**src/rtl/spi_ram_ctrl_if.sv**
```systemverilog
// rtl/spi_ram_ctrl_if.sv - frame/read-back bus between the SPI slave FSM and the RAM stage
// master drives frames (SPI slave side), slave consumes them (RAM controller side).
interface spi_ram_ctrl_if;
    logic [9:0] din;
    logic       rx_valid;
    logic [7:0] dout;
    logic       tx_valid;
    logic       seq_err;

    modport master (
        output din,
        output rx_valid,
        input  dout,
        input  tx_valid,
        input  seq_err
    );

    modport slave (
        input  din,
        input  rx_valid,
        output dout,
        output tx_valid,
        output seq_err
    );
endinterface

```
**src/rtl/spi_ram_ctrl.sv**
```systemverilog
// rtl/spi_ram_ctrl.sv - SPI frame driven single-port byte RAM with write/read address sequencers
// Optional SPI_RAM_AUTOINC_EN: successful data frames post-increment their address pointer.
module spi_ram_ctrl #(
    parameter int MEM_DEPTH = 256,
    parameter int ADDR_SIZE = 8
) (
    input  logic          clk,
    input  logic          rst_n,
    spi_ram_ctrl_if.slave bus
);

    localparam logic [1:0] CMD_WR_ADDR = 2'b00;
    localparam logic [1:0] CMD_WR_DATA = 2'b01;
    localparam logic [1:0] CMD_RD_ADDR = 2'b10;
    localparam logic [1:0] CMD_RD_DATA = 2'b11;

    typedef enum logic {
        W_NOADDR,
        W_ADDR
    } wr_state_t;

    typedef enum logic [1:0] {
        R_NOADDR,
        R_ADDR,
        R_DATA
    } rd_state_t;

    wr_state_t            r_wr_state;
    wr_state_t            w_wr_state_nxt;
    rd_state_t            r_rd_state;
    rd_state_t            w_rd_state_nxt;

    logic [ADDR_SIZE-1:0] r_wr_addr;
    logic [ADDR_SIZE-1:0] r_rd_addr;
    logic [ADDR_SIZE-1:0] w_wr_addr_nxt;
    logic [ADDR_SIZE-1:0] w_rd_addr_nxt;
    logic [7:0]           r_dout;
    logic [7:0]           w_dout_nxt;
    logic                 r_seq_err;
    logic                 w_seq_err_nxt;
    logic                 w_wr_en;

    logic [7:0]           r_mem [0:MEM_DEPTH-1];

    logic [1:0]           w_cmd;
    logic [7:0]           w_payload;
    logic [ADDR_SIZE-1:0] w_addr_field;
    logic                 w_wr_addr_vld;
    logic                 w_rd_addr_vld;

    assign w_cmd         = bus.din[9:8];
    assign w_payload     = bus.din[7:0];
    assign w_addr_field  = bus.din[ADDR_SIZE-1:0];
    assign w_wr_addr_vld = (r_wr_state == W_ADDR);
    assign w_rd_addr_vld = (r_rd_state != R_NOADDR);

    always_ff @(posedge clk or negedge rst_n) begin
        if (!rst_n) begin
            r_wr_state <= W_NOADDR;
            r_rd_state <= R_NOADDR;
        end else begin
            r_wr_state <= w_wr_state_nxt;
            r_rd_state <= w_rd_state_nxt;
        end
    end

    always_comb begin
        w_wr_state_nxt = r_wr_state;
        w_rd_state_nxt = r_rd_state;
        w_wr_addr_nxt  = r_wr_addr;
        w_rd_addr_nxt  = r_rd_addr;
        w_dout_nxt     = r_dout;
        w_seq_err_nxt  = 1'b0;
        w_wr_en        = 1'b0;

        if (bus.rx_valid) begin
            // Any accepted non-read-data frame ends the read-back window.
            if (w_cmd != CMD_RD_DATA && r_rd_state == R_DATA) begin
                w_rd_state_nxt = R_ADDR;
            end

            case (w_cmd)
                CMD_WR_ADDR: begin
                    w_wr_state_nxt = W_ADDR;
                    w_wr_addr_nxt  = w_addr_field;
                end
                CMD_WR_DATA: begin
                    if (w_wr_addr_vld) begin
                        w_wr_en = rst_n;
`ifdef SPI_RAM_AUTOINC_EN
                        w_wr_addr_nxt = r_wr_addr + 1'b1;
`endif
                    end else begin
                        w_seq_err_nxt = 1'b1;
                    end
                end
                CMD_RD_ADDR: begin
                    w_rd_state_nxt = R_ADDR;
                    w_rd_addr_nxt  = w_addr_field;
                end
                default: begin
                    if (w_rd_addr_vld) begin
                        w_rd_state_nxt = R_DATA;
                        w_dout_nxt     = r_mem[r_rd_addr];
`ifdef SPI_RAM_AUTOINC_EN
                        w_rd_addr_nxt = r_rd_addr + 1'b1;
`endif
                    end else begin
                        w_seq_err_nxt = 1'b1;
                    end
                end
            endcase
        end
    end

    always_ff @(posedge clk or negedge rst_n) begin
        if (!rst_n) begin
            r_wr_addr <= '0;
            r_rd_addr <= '0;
            r_dout    <= 8'h00;
            r_seq_err <= 1'b0;
        end else begin
            r_wr_addr <= w_wr_addr_nxt;
            r_rd_addr <= w_rd_addr_nxt;
            r_dout    <= w_dout_nxt;
            r_seq_err <= w_seq_err_nxt;
        end
    end

    // RAM contents deliberately survive reset.
    always_ff @(posedge clk) begin
        if (w_wr_en) begin
            r_mem[r_wr_addr] <= w_payload;
        end
    end

    assign bus.dout     = r_dout;
    assign bus.tx_valid = (r_rd_state == R_DATA);
    assign bus.seq_err  = r_seq_err;

endmodule

```
**src/flat_wrapper.sv**
```systemverilog
// flat-port wrapper written by rule: the top's interface ports become plain ports
module spi_ram_ctrl_flat 
#(
    parameter int MEM_DEPTH = 256,
    parameter int ADDR_SIZE = 8
)
  (clk, rst_n, bus_din, bus_rx_valid, bus_dout, bus_tx_valid, bus_seq_err);
  spi_ram_ctrl_if bus_i ();
  input  logic clk;
  input  logic rst_n;
  input wire logic [$bits(bus_i.din)-1:0] bus_din;
  input wire logic [$bits(bus_i.rx_valid)-1:0] bus_rx_valid;
  output wire logic [$bits(bus_i.dout)-1:0] bus_dout;
  output wire logic [$bits(bus_i.tx_valid)-1:0] bus_tx_valid;
  output wire logic [$bits(bus_i.seq_err)-1:0] bus_seq_err;
  assign bus_i.din = bus_din;
  assign bus_i.rx_valid = bus_rx_valid;
  assign bus_dout = bus_i.dout;
  assign bus_tx_valid = bus_i.tx_valid;
  assign bus_seq_err = bus_i.seq_err;
  spi_ram_ctrl #(.MEM_DEPTH(MEM_DEPTH), .ADDR_SIZE(ADDR_SIZE)) u_core (.clk(clk), .rst_n(rst_n), .bus(bus_i));
endmodule
```
**config.mk**
```make
export PLATFORM = sky130hd
export DESIGN_NAME = spi_ram_ctrl_flat
export DESIGN_NICKNAME = d
export VERILOG_FILES = /design/src/rtl/spi_ram_ctrl_if.sv /design/src/rtl/spi_ram_ctrl.sv /design/src/flat_wrapper.sv
export SDC_FILE = /design/constraint.sdc
export NUM_CORES = 2
export LEC_CHECK = 0
export CAP_MARGIN = 20
export CELL_PAD_IN_SITES_DETAIL_PLACEMENT = 1
export CELL_PAD_IN_SITES_GLOBAL_PLACEMENT = 2
export CORE_MARGIN = 5
export CORE_UTILIZATION = 51
export CTS_CLUSTER_DIAMETER = 120
export DETAILED_ROUTE_END_ITERATION = 10
export HOLD_SLACK_MARGIN = 0.03
export PLACE_DENSITY_LB_ADDON = 0.1
export SYNTH_ARGS = -nofsm -noshare
export SYNTH_HDL_FRONTEND = slang
export SYNTH_SLANG_ARGS = --single-unit
```
**constraint.sdc**
```tcl
create_clock -name clk -period 3.6 [get_ports clk]
set_input_delay 0.9 -clock clk [delete_from_list [all_inputs] [get_ports clk]]
set_output_delay 0.9 -clock clk [all_outputs]
set_load 0.005 [all_outputs]
```
==> PnR_summary.wiki <==
{| class="wikitable"
! Metric !! Value
|-
| Number of enable-type register cells in the synthesized netlist || 2048
|-
| Clock Root Buffer || sky130_fd_sc_hd__clkbuf_16
|-
| Global-route wire length before repair || 326.4 mm
|-
| Most common cell after layout, fill and taps aside || sky130_fd_sc_hd__edfxtp_1
|-
| Initial cell density of the core || 0.5142
|-
| Clock insertion delay at the later pin of the skew report || 850 ps
|-
| Power, Total || 0.05632 W
|-
| Setup-violating endpoint count in the final report || 0
|-
| Register area || 62210 um^2
|-
| Total of max-cap violations || 0
|-
| Share of layout cells above drive strength 1 || 0.3149
|-
| Total Routing Usage GR || 0.2746
|-
| 1st-iter DRT viols || 5017
|-
| Global placer's final weighted congestion || 0.8585
|-
| Most frequent cells in the layout || 2048 x sky130_fd_sc_hd__edfxtp_1, 530 x sky130_fd_sc_hd__mux4_2, 460 x sky130_fd_sc_hd__buf_4
|-
| Footprint of the multi-input gates || 17090 um^2
|-
| Slowest stage cell on the critical path || sky130_fd_sc_hd__dfrtp_4
|-
| Max-slew violations || 0
|-
| Headroom to the max-slew limit || 0.2844
|-
| Largest family of logic cells by synthesized area || multiplexers
|-
| Clock edge transition at the registers on the reported setup and hold paths || 60 ps
|-
| Data required time of the critical path || 4280 ps
|-
| Synthesis-to-finish area growth || 16.06%
|-
| Nets in the synthesized netlist || 3684
|-
| Post-cts repair resize count || 0
|-
| Worst EP arrival || 4150 ps
|-
| Post-synthesis compound-gate area fraction || 0.02024
|-
| Worst stage delay on the critical path || 670 ps
|-
| Cell area after layout || 93440 um^2
|-
| Vias in the first global route || 43050
|-
| Count of distinct cell types in the synthesized netlist || 58
|-
| Area inside the core boundary || 156600 um^2
|-
| CP Class || reg -> reg
|-
| Routed len/inst || 35.27 um
|-
| Wire length reported by the detailed router || 227.2 mm
|-
| Yosys warning total || 0
|-
| I/O pins || 23
|-
| Vertical extent of the die || 407.3 um
|-
| Maximum buffer depth of the clock tree || 3
|-
| Hold/Removal Path Class || in -> async
|-
| Number of iterations in the first detailed-routing pass || 6
|-
| VDD IR-drop max || 0.0004391 V
|-
| Leakage power figure || 30.04 nW
|-
| Register bit count reported by yosys || 2076
|-
| Synth Area in XOR/XNOR || 0
|-
| Asr flop ratio synth || 0.01349
|-
| Clock sink count || 2076
|-
| Worst setup slack before clock tree synthesis || -185.2 ps
|-
| Post-CTS setup buffers || 0
|-
| Number of clock buffers inserted by TritonCTS || 208
|-
| Detail-routed via count per cell || 6.382
|-
| Total congestion overflow after global routing || 0
|-
| Fin cells || 6441
|-
| CTS H-tree lvls || 4
|-
| Hold Violations, Final || 0
|-
| Type of element capturing the critical path || flop
|-
| Largest driver fanout on the critical path || 23
|-
| Slew at the pin closest to its max-slew limit || 1071 ps
|-
| Count of port buffers added during placement || 22
|-
| Post-layout min period || 3465 ps
|-
| Number of instances in the synthesized netlist || 3671
|-
| Number of placed cells counting well taps || 6057
|-
| Vias || 41110
|-
| CTS tree || done
|-
| Power density over the cells || 602.8 nW/um^2
|-
| Final ANT Viol Nets || 0
|-
| Sequential area share after synthesis || 0.7726
|-
| Arithmetic-cell share of the synthesized area counting full adders, half adders and majority gates || 0
|-
| Worst setup margin || 135.1 ps
|-
| Fmax || 288.6 MHz
|-
| Number of core rows || 145
|-
| Post-layout nets || 4222
|-
| Pin count of the biggest net entering global routing || 100
|-
| Status || finished clean
|-
| Chain of cells forming the critical path || buf_12, buf_12, buf_4, mux4_2, mux4_2, nor2_1, a31oi_1, o2111ai_1, o211ai_1
|-
| Die width || 407.3 um
|-
| Average cell area after synthesis || 21.93 um^2
|-
| Simple-gate share of the synthesized area || 0.02414
|-
| RSZ-0062 raised after global routing || false
|-
| Post-DP HPWL || 146.2 mm
|-
| Post-synthesis cell area || 80500 um^2
|-
| Total cell area at the placement stage || 86770 um^2
|-
| Startpoint class of the critical path || flop
|-
| Clock tree skew after final layout || 32.46 ps
|-
| Post-route clock period utilization || 0.9625
|-
| Share of cell area taken by muxes after synthesis || 0.1679
|-
| # fillers || 12940
|-
| Initial antenna violation count || 12
|-
| Residual DRC count || 0
|-
| Quantity of hold-fixing buffers added after cts || 0
|-
| Ys flop type || sky130_fd_sc_hd__edfxtp_1
|-
| Full die area || 165900 um^2
|}
==> registers in the layout (all words and copies together) (netlist names) <==
name and count:
u_core.r_mem 2048, u_core.bus.dout 8, u_core.r_rd_addr 8, u_core.r_wr_addr 8, u_core.r_rd_state 2, u_core.bus.seq_err 1
u_core.r_wr_state 1
==> synth_stat cells, drive strengths merged, types with 4 or more instances <==
| cell | count | area share |
|---|---|---|
| inv | 6 | 0.00028 |
| o211ai | 11 | 0.0010 |
| edfxtp | 2048 | 0.76 |
| o22ai | 42 | 0.0033 |
| buf | 116 | 0.010 |
| nor2b | 11 | 0.00085 |
| nand4 | 5 | 0.00039 |
| mux2 | 21 | 0.0029 |
| a31oi | 12 | 0.00093 |
| mux2i | 134 | 0.017 |
| o21ai | 21 | 0.0013 |
| dfrtp | 28 | 0.0087 |
| a22oi | 18 | 0.0017 |
| o2111ai | 4 | 0.00044 |
| clkbuf | 96 | 0.0045 |
| and2 | 16 | 0.0012 |
| a32oi | 7 | 0.00076 |
| nand3 | 27 | 0.0017 |
| o311ai | 5 | 0.00054 |
| nand3b | 5 | 0.00047 |
| a21oi | 35 | 0.0022 |
| o221ai | 52 | 0.0057 |
| nand2 | 75 | 0.0035 |
| nor2 | 293 | 0.014 |
| mux4 | 530 | 0.15 |
| nor3 | 10 | 0.00062 |
==> logic make-up (layout without fill, tap and decap cells) <==
group | after synthesis | in the layout
AND/OR/NAND/NOR | 462 | 462
other | 0 | 1
AO/OA/AOI/OAI | 229 | 229
multiplexers | 685 | 685
flip-flops | 2076 | 2076
buffers and inverters | 219 | 930
==> final timing paths <==
path / slack, ps / end / from / cells after the start
max: 140 / u_core.bus.dout[2] / u_core.r_rd_addr[0] / 9
min: 90 / u_core.r_wr_state / rst_n / 2
max reg2reg: 140 / u_core.bus.dout[2] / u_core.r_rd_addr[0] / 9
min reg2reg: 530 / u_core.r_wr_state / u_core.r_wr_state / 1
max in group asynchronous: 3140 / u_core.r_rd_addr[2] / rst_n / 2
min in group clk: 530 / u_core.r_wr_state / u_core.r_wr_state / 1
==> worst max-delay path, delay by kind of cell (launching register included) <==
kind	cells	cell delay (ps)
muxes	2	1010
buffers and inverters	3	710
AOI/OAI and AO/OA	3	710
DFF	1	670
and+or+nand+nor	1	180
==> layout make-up <==
class                           count  area share
Sequential cell                  2076      0.6658
Multi-Input combinational cell   1376      0.1829
Clock buffer                      254     0.05788
Timing Repair Buffer              540     0.05201
Tap cell                         2058     0.02756
Clock inverter                    129     0.01340
Inverter                            7   0.0003616
Antenna cell                        1  0.00002678
==> stage by stage <==
step                      hold WS (ps)  TNS [ps]  utilization
after CTS                        38.67         0       0.5968
after detailed placement         506.8     -4542       0.5542
after global routing             79.15         0       0.5968
after floorplan                  464.3         0            -
final                            89.68         0       0.5968
after global placement           489.4     -1221       0.5542
==> power by group <==
part           switching (W)  internal, W
sequential          0.000214       0.0266
clock                0.00912       0.0121
combinational        0.00489      0.00340
==> layer usage <==
layer,vias up,routed length [um],GRT usage
met5,-,0,0
met4,0,7458,0.08677
met1,22320,93410,0.3970
met3,351,17630,0.04967
li1,16510,-,-
met2,1930,108700,0.4329
Power figures use the tool's default switching activity.
